$ cat src/rtl/rr_arb_pkg.sv
// Shared definitions for the four-requester round-robin arbiter.
//   NUM_REQ / ID_W : requester count and grant index width
//   rr_state_t     : arbiter FSM states
//   rr_pick_t      : result of a round-robin search (found flag + index)
//   next_rr()      : rotating-priority search starting at ptr, optionally
//                    skipping one requester (the current grantee on preempt)
package rr_arb_pkg;

    localparam int NUM_REQ = 4;
    localparam int ID_W    = 2;

    typedef enum logic {
        ST_IDLE  = 1'b0,
        ST_GRANT = 1'b1
    } rr_state_t;

    typedef struct packed {
        logic            found;
        logic [ID_W-1:0] idx;
    } rr_pick_t;

    // Walk ptr+3 down to ptr+0 so the lowest offset from ptr is written last
    // and therefore wins. Index arithmetic wraps naturally in ID_W bits.
    function automatic rr_pick_t next_rr(
        input logic [NUM_REQ-1:0] req,
        input logic [ID_W-1:0]    ptr,
        input logic               exclude_en,
        input logic [ID_W-1:0]    exclude_id
    );
        rr_pick_t        r;
        logic [ID_W-1:0] c;
        r = '0;
        for (int i = NUM_REQ - 1; i >= 0; i--) begin
            c = ptr + ID_W'(i);
            if (req[c] && !(exclude_en && (c == exclude_id))) begin
                r.found = 1'b1;
                r.idx   = c;
            end
        end
        return r;
    endfunction

endpackage

$ cat src/rtl/decoder2to4.sv
// 2-to-4 one-hot decoder with enable.
//   a : 2-bit select
//   e : enable; when low all outputs are zero
//   y : one-hot output, y[a] = e
module decoder2to4 (
    input  logic [1:0] a,
    input  logic       e,
    output logic [3:0] y
);

    always_comb begin
        y = 4'b0000;
        if (e) begin
            y[a] = 1'b1;
        end
    end

endmodule

$ cat src/rtl/rr_arbiter4.sv
// Four-requester round-robin arbiter with grant-hold and forced rotation.
//   clk    : clock, all state on rising edge
//   rst    : synchronous active-high reset
//   req    : request vector, bit i = requester i wants the resource
//   gnt    : one-hot grant, decoded from registered gnt_id/gnt_en
//   gnt_id : registered index of the current grantee
//   gnt_en : registered grant-valid
//   busy   : same as gnt_en
// A grantee keeps the resource while its request stays high. If it has held
// for MAX_HOLD cycles and someone else is waiting, it is rotated out as if it
// had released. MAX_HOLD = 0 disables rotation.
module rr_arbiter4
    import rr_arb_pkg::*;
#(
    parameter int MAX_HOLD = 8
) (
    input  logic               clk,
    input  logic               rst,
    input  logic [NUM_REQ-1:0] req,
    output logic [NUM_REQ-1:0] gnt,
    output logic [ID_W-1:0]    gnt_id,
    output logic               gnt_en,
    output logic               busy
);

    localparam int HC_W = (MAX_HOLD > 0) ? $clog2(MAX_HOLD + 1) : 1;
    localparam logic [HC_W-1:0] HOLD_LAST = HC_W'((MAX_HOLD > 0) ? MAX_HOLD - 1 : 0);

    rr_state_t       state_q,    state_d;
    logic [ID_W-1:0] gnt_id_q,   gnt_id_d;
    logic            gnt_en_q,   gnt_en_d;
    logic [ID_W-1:0] ptr_q,      ptr_d;
    logic [HC_W-1:0] hold_cnt_q, hold_cnt_d;

    rr_pick_t          pick;
    logic [NUM_REQ-1:0] own_mask;
    logic              release_c;
    logic              preempt_c;
    logic              others_c;
    logic [ID_W-1:0]   ptr_next;

    always_ff @(posedge clk) begin
        if (rst) begin
            state_q    <= ST_IDLE;
            gnt_id_q   <= '0;
            gnt_en_q   <= 1'b0;
            ptr_q      <= '0;
            hold_cnt_q <= '0;
        end else begin
            state_q    <= state_d;
            gnt_id_q   <= gnt_id_d;
            gnt_en_q   <= gnt_en_d;
            ptr_q      <= ptr_d;
            hold_cnt_q <= hold_cnt_d;
        end
    end

    always_comb begin
        state_d    = state_q;
        gnt_id_d   = gnt_id_q;
        gnt_en_d   = gnt_en_q;
        ptr_d      = ptr_q;
        hold_cnt_d = hold_cnt_q;

        own_mask  = NUM_REQ'(1) << gnt_id_q;
        others_c  = |(req & ~own_mask);
        release_c = ~req[gnt_id_q];
        preempt_c = (MAX_HOLD != 0) && (hold_cnt_q == HOLD_LAST)
                    && req[gnt_id_q] && others_c;
        ptr_next  = gnt_id_q + ID_W'(1);
        pick      = '0;

        unique case (state_q)
            ST_IDLE: begin
                pick = next_rr(req, ptr_q, 1'b0, '0);
                if (pick.found) begin
                    state_d    = ST_GRANT;
                    gnt_id_d   = pick.idx;
                    gnt_en_d   = 1'b1;
                    hold_cnt_d = '0;
                end
            end
            ST_GRANT: begin
                if (release_c || preempt_c) begin
                    // Release and preempt share this path; excluding the
                    // current grantee is a no-op when it has released.
                    ptr_d      = ptr_next;
                    hold_cnt_d = '0;
                    pick       = next_rr(req, ptr_next, 1'b1, gnt_id_q);
                    if (pick.found) begin
                        gnt_id_d = pick.idx;
                    end else begin
                        state_d  = ST_IDLE;
                        gnt_en_d = 1'b0;
                    end
                end else if (hold_cnt_q != HOLD_LAST) begin
                    hold_cnt_d = hold_cnt_q + HC_W'(1);
                end
            end
            default: begin
                state_d  = ST_IDLE;
                gnt_en_d = 1'b0;
            end
        endcase
    end

    decoder2to4 u_dec (
        .a (gnt_id_q),
        .e (gnt_en_q),
        .y (gnt)
    );

    assign gnt_id = gnt_id_q;
    assign gnt_en = gnt_en_q;
    assign busy   = gnt_en_q;

endmodule

$ cat config.mk
export PLATFORM = sky130hd
export DESIGN_NAME = rr_arbiter4
export DESIGN_NICKNAME = d
export VERILOG_FILES = /design/src/rtl/rr_arb_pkg.sv /design/src/rtl/decoder2to4.sv /design/src/rtl/rr_arbiter4.sv
export SDC_FILE = /design/constraint.sdc
export NUM_CORES = 1
export LEC_CHECK = 0
export ABC_AREA = 1
export CAP_MARGIN = 20
export CELL_PAD_IN_SITES_DETAIL_PLACEMENT = 2
export CELL_PAD_IN_SITES_GLOBAL_PLACEMENT = 2
export CORE_UTILIZATION = 26
export CTS_CLUSTER_SIZE = 40
export DETAILED_ROUTE_END_ITERATION = 16
export MAX_ROUTING_LAYER = met4
export PLACE_DENSITY = 0.82
export SYNTH_ARGS = -nofsm -noshare
export SYNTH_HDL_FRONTEND = slang
export SYNTH_SLANG_ARGS = --single-unit
$ cat constraint.sdc
create_clock -name clk -period 1.9 [get_ports clk]
set_input_delay 0.285 -clock clk [delete_from_list [all_inputs] [get_ports clk]]
set_output_delay 0.285 -clock clk [all_outputs]
set_load 0.02 [all_outputs]
==> impl_metrics.tcl, run 1 <==
set metrics [dict create \
    status "complete, no violations" \
    drt-pass1-iter-count 4 \
    fmax_mhz 556 \
    hold_path_class "reg -> reg" \
    drc 0 \
    initial_utilization_pct 27.0 \
    maxCapViolCount 0 \
    avgSynthCellArea_sq_um 6.09 \
    whs_ns 0.489 \
    synthFlopType "dfxtp_1" \
    placed_cell_area_sq_mm 0.00138 \
    grt-ovfl-total 0 \
    synth_cell_types 29 \
    cp_data_required_time_ns 2.03 \
    final.setup_skew_ns 0.00232 \
    final_nets 229 \
    root_buffer "clkbuf_8" \
    core-area_sq_mm 0.00435 \
    clk_pin_slew_worst_paths_ns 0.06 \
    grt_antenna_before_repair 0 \
    syn_inst 193 \
    synth_area_sq_mm 0.00117 \
    final_hold_viol_count 0 \
    cts_tree "built" \
    critPathLaunchType "flop" \
    clockBufferDepth 2 \
    finalWorstSetupSlack_ns 0.101 \
    num_io_pins 14 \
    die_width_um 69.2 \
    synth_edf_count 0 \
    worstHoldStart "hold_cnt_q[1]$_SDFFE_PP0P_" \
    grt_pass1_vias 1367 \
    worstMarginPinSlew_ns 0.373 \
    yosysSeqAreaShare_pct 17.0 \
    chipHeight_um 69.2 \
    layout-drive-gt1-share_pct 25.3 \
    async_flop_share_pct 0 \
    clk_latency_ns 0.24 \
    ys_warn_count 0 \
    place_ws_ns -0.155 \
    die_area_sq_mm 0.00479 \
    gp_congestion 0.795 \
    vias 1305 \
    power_density_mw_per_mm2 1360 \
    setup.worst_path.start "gnt_id[0]$_SDFFE_PP0P_" \
    design_area_sq_mm 0.00152 \
    ir_drop_uv 276 \
    period_minus_slack_ns 1.80 \
    grt_first_pass_wirelength_mm 6.96 \
    antenna_cells 0 \
    ant_nets 0 \
    numCtsBuffers 3 \
    worstPathArrival_ns 1.93 \
    cts_sinks 10 \
    endpoint_kind "flop" \
    crit_fanout 5 \
    rrSetupSlack_ns 0.10 \
    rr_startpoint "gnt_id[0]$_SDFFE_PP0P_" \
    timing.final.crit_share_pct 94.7 \
    slew_headroom_pct 75.1 \
    setup_violations 0 \
    path_class "reg -> reg" \
    groute.usage.overall_pct 18.5 \
    cts_max_level 1 \
    num_rows 24 \
    slew_viol_final 0 \
    dp_hpwl_mm 3.16 \
    syn_nets 204 \
    vias_per_cell 4.85 \
    area_growth_pct 29.5 \
    routed_wirelength_mm 4.21 \
    leakage_nw 0.792 \
    drtIter0Drc 62 \
    synth_seq_cells 10 \
    portBuffers 13 \
    wire_per_inst_um 15.7 \
    grt_max_degree 12 \
]
worst paths after layout:
check                               end  depth (start not counted)
min reg2reg  hold_cnt_q[1]$_SDFFE_PP0P_                          2
min          hold_cnt_q[1]$_SDFFE_PP0P_                          2
max              gnt_id[0]$_SDFFE_PP0P_                         14
max reg2reg      gnt_id[0]$_SDFFE_PP0P_                         14
cell type report:
| class | instances | area (sq um) |
|---|---|---|
| Multi-Input combinational cell | 147 | 822 |
| Fill cell | 541 | 2830 |
| Inverter | 31 | 119 |
| Timing Repair Buffer | 25 | 255 |
| Sequential cell | 10 | 205 |
| Clock buffer | 4 | 55.1 |
| Tap cell | 52 | 65.1 |
metal layers:
layer / part of all wire, % / up-vias / GRT usage [%]
li1: - / 649 / -
met3: 0.71 / 2 / 1.74
met4: 0.38 / 0 / 4.08
met5: 0 / - / -
met2: 54 / 13 / 32.9
met1: 45 / 641 / 22.4
cell usage in the layout, fill, tap and decap left out, types with 2 or more instances in the layout:
master and n:
clkbuf_8 4, nor2_1 8, dfxtp_1 8, nor2_4 2, o21ai_2 2, o21ai_0 5
ha_2 2, a21oi_2 2, inv_2 6, nand3_1 14, buf_4 8, nand2_2 9
nand3_2 4, nand4_1 4, inv_1 24, nand2_1 68, dlygate4sd2_1 3, nand2_4 6
ha_1 2, buf_12 2, a21oi_1 8, clkdlybuf4s50_1 9, o21ai_1 3
synthesized netlist by cell type, drive strengths merged, types with 4 or more instances:
| cell | instances | area, sq um |
|---|---|---|
| nor2 | 11 | 58.8 |
| buf | 5 | 55.1 |
| inv | 31 | 119 |
| nand4 | 4 | 25.0 |
| nand2 | 83 | 379 |
| o21ai | 10 | 53.8 |
| ha | 5 | 62.6 |
| a21oi | 10 | 57.6 |
| nand3 | 19 | 128 |
| dfxtp | 10 | 200 |
per-stage QoR:
stage	setup TNS [ns]	total power, W	instances	util [%]
floorplan	0	0.00131	193	-
global placement	-0.305	0.00158	261	31.7
detailed placement	-0.617	0.00164	261	31.7
CTS	0	0.00198	265	33.2
global route	-0.0330	0.00226	269	34.9
finish	0	0.00207	269	34.9
registers in the layout, summed over array words and instances (netlist names):
signal      cells
gnt_id          2
ptr_q           2
busy            1
hold_cnt_q      4
state_q         1
report_power, final:
| part | leakage [nW] | total, W | switching [W] | internal [W] |
|---|---|---|---|---|
| logic | 0.680 | 0.00145 | 0.000883 | 0.000567 |
| clock network | 0.0288 | 0.000281 | 0.0000981 | 0.000183 |
| registers | 0.0832 | 0.000335 | 0.0000758 | 0.000259 |
| total | 0.792 | 0.00207 | 0.00106 | 0.00101 |
critical path, cell delays in order, from the launching register on:
cell,delay (ns)
dfxtp_4,0.37
inv_4,0.05
ha_4,0.26
inv_2,0.09
nand2_1,0.06
nand2_1,0.06
nand3_1,0.12
nand2_2,0.14
nand2_2,0.06
nand2_1,0.08
nand2_1,0.08
nand3_2,0.11
nand2_1,0.07
nand2_1,0.09
nor2_1,0.05
what timing repair did:
action | 4_1_cts | 5_1_grt
endpoints found under the setup margin | 6 | 8
hold buffers | 0 | 0
buffers inserted | 0 | 4
pin swaps | 0 | 3
resized for setup | 7 | 10
cells by family (layout without fill, tap and decap cells):
| kind of cell | Yosys count | in the layout | synth area share [%] |
|---|---|---|---|
| AND/OR/NAND/NOR | 119 | 119 | 51.3 |
| adder cells (fa/ha/maj) | 5 | 5 | 5.32 |
| XOR/XNOR | 2 | 2 | 1.49 |
| flip-flops | 10 | 10 | 17.0 |
| AO/OA/AOI/OAI | 21 | 21 | 10.0 |
| buffers and inverters | 36 | 60 | 14.8 |
No activity file was read; power rests on OpenSTA's default activity.
==> inputs of run 2 (changes only) <==
Settings changed: MAX_ROUTING_LAYER met4 to not set.
==> run 2 against run 1 <==
Effect of this change:
- total power hardly changed
- sequential share of layout area stayed put
- clock skew hardly changed
- register-to-register slack hardly changed
- sequential cell count stayed put
- final cell count stayed put
- via count is 0.31% higher
- sequential power hardly changed
- largest cell class unchanged
- largest power group unchanged
==> impl_metrics.tcl, run 2 (synthesized netlist as in run 1, its figures left out) <==
set metrics [dict create \
    cts_max_level 1 \
    hold_depth 2 \
    final_nets 229 \
    worstMarginPinSlew_ns 0.373 \
    chipHeight_um 69.2 \
    grt_pass1_vias 1365 \
    grt_antenna_before_repair 0 \
    initial_utilization_pct 27.0 \
    hold_path_class "reg -> reg" \
    core-area_sq_mm 0.00435 \
    reg2regPathDepth 14 \
    design_area_sq_mm 0.00152 \
    die_width_um 69.2 \
    period_minus_slack_ns 1.80 \
    final_common_cell "nand2_1" \
    largest_reg_flops 4 \
    num-fill-cells 541 \
    utilization_pct 34.9 \
    vias 1309 \
    slew_headroom_pct 75.1 \
    num_rows 24 \
    placed_cell_area_sq_mm 0.00138 \
    gp_congestion 0.784 \
    leakage_nw 0.792 \
    num_io_pins 14 \
    fin_setup_tns_ns 0 \
    status "complete, no violations" \
    crit_fanout 2 \
    groute.usage.overall_pct 18.0 \
    antenna_cells 0 \
    path_class "reg -> out" \
    clockBufferDepth 2 \
    regMostFlops "hold_cnt_q" \
    power_density_mw_per_mm2 1360 \
    root_buffer "clkbuf_8" \
    cp_data_required_time_ns 1.62 \
    cts_sinks 10 \
    cts_tree "built" \
    maxCapViolCount 0 \
    portBuffers 13 \
    area_growth_pct 29.5 \
    final_cell_mix "nand2_1, inv_1, nand3_1" \
    finalPower_w 0.00207 \
    grt_first_pass_wirelength_mm 6.98 \
    dp_hpwl_mm 3.16 \
    wire_per_inst_um 15.7 \
    fmax_mhz 556 \
    worstPathArrival_ns 1.51 \
    drtIter0Drc 67 \
    grt_max_degree 12 \
    routed_wirelength_mm 4.21 \
    slew_viol_final 0 \
    vias_per_cell 4.87 \
    ir_drop_uv 276 \
    finalWorstSetupSlack_ns 0.102 \
    place_ws_ns -0.155 \
    timing.final.crit_share_pct 94.6 \
    grt-ovfl-total 0 \
    numCtsBuffers 3 \
    final_hold_viol_count 0 \
    clk_latency_ns 0.24 \
    clk_pin_slew_worst_paths_ns 0.06 \
    layout-drive-gt1-share_pct 25.3 \
    critPathLaunchType "flop" \
    drc 0 \
    drt-pass1-iter-count 4 \
    ant_nets 0 \
    final.setup_skew_ns 0.00245 \
    endpoint_kind "output port" \
    setup_violations 0 \
    die_area_sq_mm 0.00479 \
]
==> run 2: cell counts in the layout (fill, tap and decap cells not counted) <==
No cell type changed its count.
==> run 2: through the flow <==
stage | std cells | hold WS (ns)
3_3_place_gp | 261 | 0.469
3_5_place_dp | 261 | 0.484
5_1_grt | 269 | 0.509
4_1_cts | 265 | 0.491
2_1_floorplan | 193 | 0.354
6_report | 269 | 0.492
==> run 2: repair_timing <==
item	CTS	global route
setup endpoints to repair	6	8
hold buffers	0	0
buffers inserted	0	4
gates resized for setup	7	10
pin swaps	0	3
==> run 2: area by class of cell <==
cell class                      instances  area, sq um  area share [%]
Multi-Input combinational cell        147          822            54.0
Timing Repair Buffer                   25          255            16.8
Tap cell                               52         65.1            4.28
Sequential cell                        10          205            13.5
Inverter                               31          119            7.81
Clock buffer                            4         55.1            3.62
==> run 2: worst paths after layout <==
check	to	from	slack (ns)
setup / recovery	gnt[0]	gnt_id[0]$_SDFFE_PP0P_	0.10
hold / removal	hold_cnt_q[1]$_SDFFE_PP0P_	hold_cnt_q[1]$_SDFFE_PP0P_	0.49
setup reg to reg	gnt_id[0]$_SDFFE_PP0P_	gnt_id[0]$_SDFFE_PP0P_	0.10
hold reg to reg	hold_cnt_q[1]$_SDFFE_PP0P_	hold_cnt_q[1]$_SDFFE_PP0P_	0.49
==> run 2: worst max-delay path, cell delays in order (launching register included) <==
cell and delay [ns]:
dfxtp_4 0.36, inv_4 0.08, ha_4 0.13, nand2_1 0.06
inv_1 0.06, clkdlybuf4s50_1 0.59
==> run 2: metal layers <==
layer  track usage [%]  up-vias  part of all wire, %
met2              32.8       18                   54
met5                 0        -                    0
met4              4.08        0                 0.38
met3              1.74        2                  1.7
li1                  -      650                    -
met1              22.6      639                   44
==> run 2: report_power, final <==
group	switching (W)	internal, W	total, W
combinational	0.000883	0.000567	0.00145
sequential	0.0000762	0.000259	0.000335
clock	0.0000980	0.000183	0.000281
==> inputs of run 3 (changes only) <==
Settings changed: PLACE_DENSITY 0.82 to not set, PLACE_DENSITY_LB_ADDON set to 0.1.
==> run 3 against run 2 <==
Effect of this change:
- wire length down 9.0%
- combinational power about the same
- via count down 0.53%
- critical endpoint unchanged
- sequential share of layout area down 0.13 points
- global-route usage down 1.3 points
- worst setup slack better by 0.020 ns
- sequential power down 2%
- maximum frequency up 1.2%
- total power down 0.49%
==> impl_metrics.tcl, run 3 (synthesized netlist as in run 1, its figures left out) <==
set metrics [dict create \
    status "complete, no violations" \
    path_class "reg -> out" \
    critPathLaunchType "flop" \
    numCtsBuffers 3 \
    fmax_mhz 563 \
    multi_input_area_sq_um 828 \
    slew_headroom_pct 73.9 \
    cp_data_required_time_ns 1.62 \
    period_minus_slack_ns 1.78 \
    worstPathArrival_ns 1.49 \
    design_area_sq_mm 0.00154 \
    cts_max_level 1 \
    grt-ovfl-total 0 \
    drc 0 \
    timing.final.crit_share_pct 93.6 \
    cts_tree "built" \
    root_buffer "clkbuf_8" \
    core-area_sq_mm 0.00435 \
    clk_latency_ns 0.23 \
    vias 1302 \
    cts_sinks 10 \
    grt_max_degree 12 \
    initial_utilization_pct 27.0 \
    antenna_cells 0 \
    routed_wirelength_mm 3.84 \
    slew_viol_final 0 \
    groute.usage.overall_pct 16.7 \
    seq_area_sq_um 205 \
    wire_per_inst_um 14.0 \
    crit_fanout 2 \
    finalWorstSetupSlack_ns 0.122 \
    ant_nets 0 \
    die_width_um 69.2 \
    grt_antenna_before_repair 0 \
    die_area_sq_mm 0.00479 \
    num-fill-cells 549 \
    num_rows 24 \
    post-place-cells 266 \
    final_cells 273 \
    clockBufferDepth 2 \
    worstHoldStart "hold_cnt_q[2]$_SDFFE_PP0P_" \
    regMostFlops "hold_cnt_q" \
    ir_drop_uv 434 \
    portBuffers 13 \
    whs_ns 0.470 \
    area_growth_pct 30.8 \
    rr_startpoint "gnt_id[0]$_SDFFE_PP0P_" \
    power_density_mw_per_mm2 1340 \
    final_cell_mix "nand2_1, inv_1, buf_4" \
    hold_path_class "reg -> reg" \
    finalPower_w 0.00206 \
    final_nets 233 \
    vias_per_cell 4.77 \
    final.setup_skew_ns 0.00374 \
    maxCapViolCount 0 \
    setup.worst_path.start "gnt_id[0]$_SDFFE_PP0P_" \
    placed_cell_area_sq_mm 0.00142 \
    final_common_cell "nand2_1" \
    gp_congestion 0.766 \
    setup_violations 0 \
    grt_first_pass_wirelength_mm 6.53 \
    num_io_pins 14 \
    leakage_nw 0.804 \
    endpoint_kind "output port" \
    drtIter0Drc 33 \
    worstMarginPinSlew_ns 0.391 \
    hold_buffers 0 \
    place_ws_ns -0.0748 \
    chipHeight_um 69.2 \
    layout-drive-gt1-share_pct 25.8 \
    largest_reg_flops 4 \
    clk_pin_slew_worst_paths_ns 0.05 \
    dp_hpwl_mm 3.17 \
    grt_pass1_vias 1392 \
    final_hold_viol_count 0 \
    drt-pass1-iter-count 4 \
]
[run 3: per-stage QoR]
| step | util [%] | setup TNS, ns |
|---|---|---|
| 2_1_floorplan | - | 0 |
| 3_3_place_gp | 32.6 | -0.177 |
| 3_5_place_dp | 32.6 | -0.406 |
| 4_1_cts | 33.7 | 0 |
| 5_1_grt | 35.3 | -0.00902 |
| 6_report | 35.3 | 0 |
[run 3: worst paths after layout]
check	end	slack [ns]	cells past startpoint
setup reg to reg	hold_cnt_q[2]$_SDFFE_PP0P_	0.17	13
hold reg to reg	hold_cnt_q[2]$_SDFFE_PP0P_	0.47	2
hold / removal	hold_cnt_q[2]$_SDFFE_PP0P_	0.47	2
setup / recovery	gnt[0]	0.12	5
[run 3: final cells by class]
cell class,instances,share of cell area (%)
clock buffers,4,3.58
flip-flops and latches,10,13.4
inverters,31,7.90
repair buffers,29,17.0
multi-input cells,147,53.9
well taps,52,4.23
[run 3: power breakdown]
| group | internal [W] | total [W] | switching (W) | leakage, nW |
|---|---|---|---|---|
| Combinational | 0.000591 | 0.00146 | 0.000872 | 0.692 |
| Sequential | 0.000259 | 0.000328 | 0.0000691 | 0.0832 |
| Clock | 0.000182 | 0.000266 | 0.0000839 | 0.0288 |
| Total | 0.00103 | 0.00206 | 0.00102 | 0.804 |
[run 3: worst max-delay path, stage by stage, from the launching register on]
cell and delay [ns]:
dfxtp_4 0.35, inv_4 0.08, ha_4 0.13, nand2_1 0.05, inv_1 0.06, clkdlybuf4s50_1 0.59
[run 3: timing repair]
action,CTS,global route
pin swaps,0,3
setup endpoints to repair,3,9
buffers inserted,0,3
resized for setup,3,11
gates cloned,0,0
[run 3: metal layers]
layer	vias up	global-route usage (%)	routed length, um	part of all wire (%)
met5	-	0	0	0
met4	0	4.76	72	1.9
met3	8	1.60	101	2.6
met2	24	30.6	1970	51
met1	618	20.5	1690	44
li1	652	-	-	-
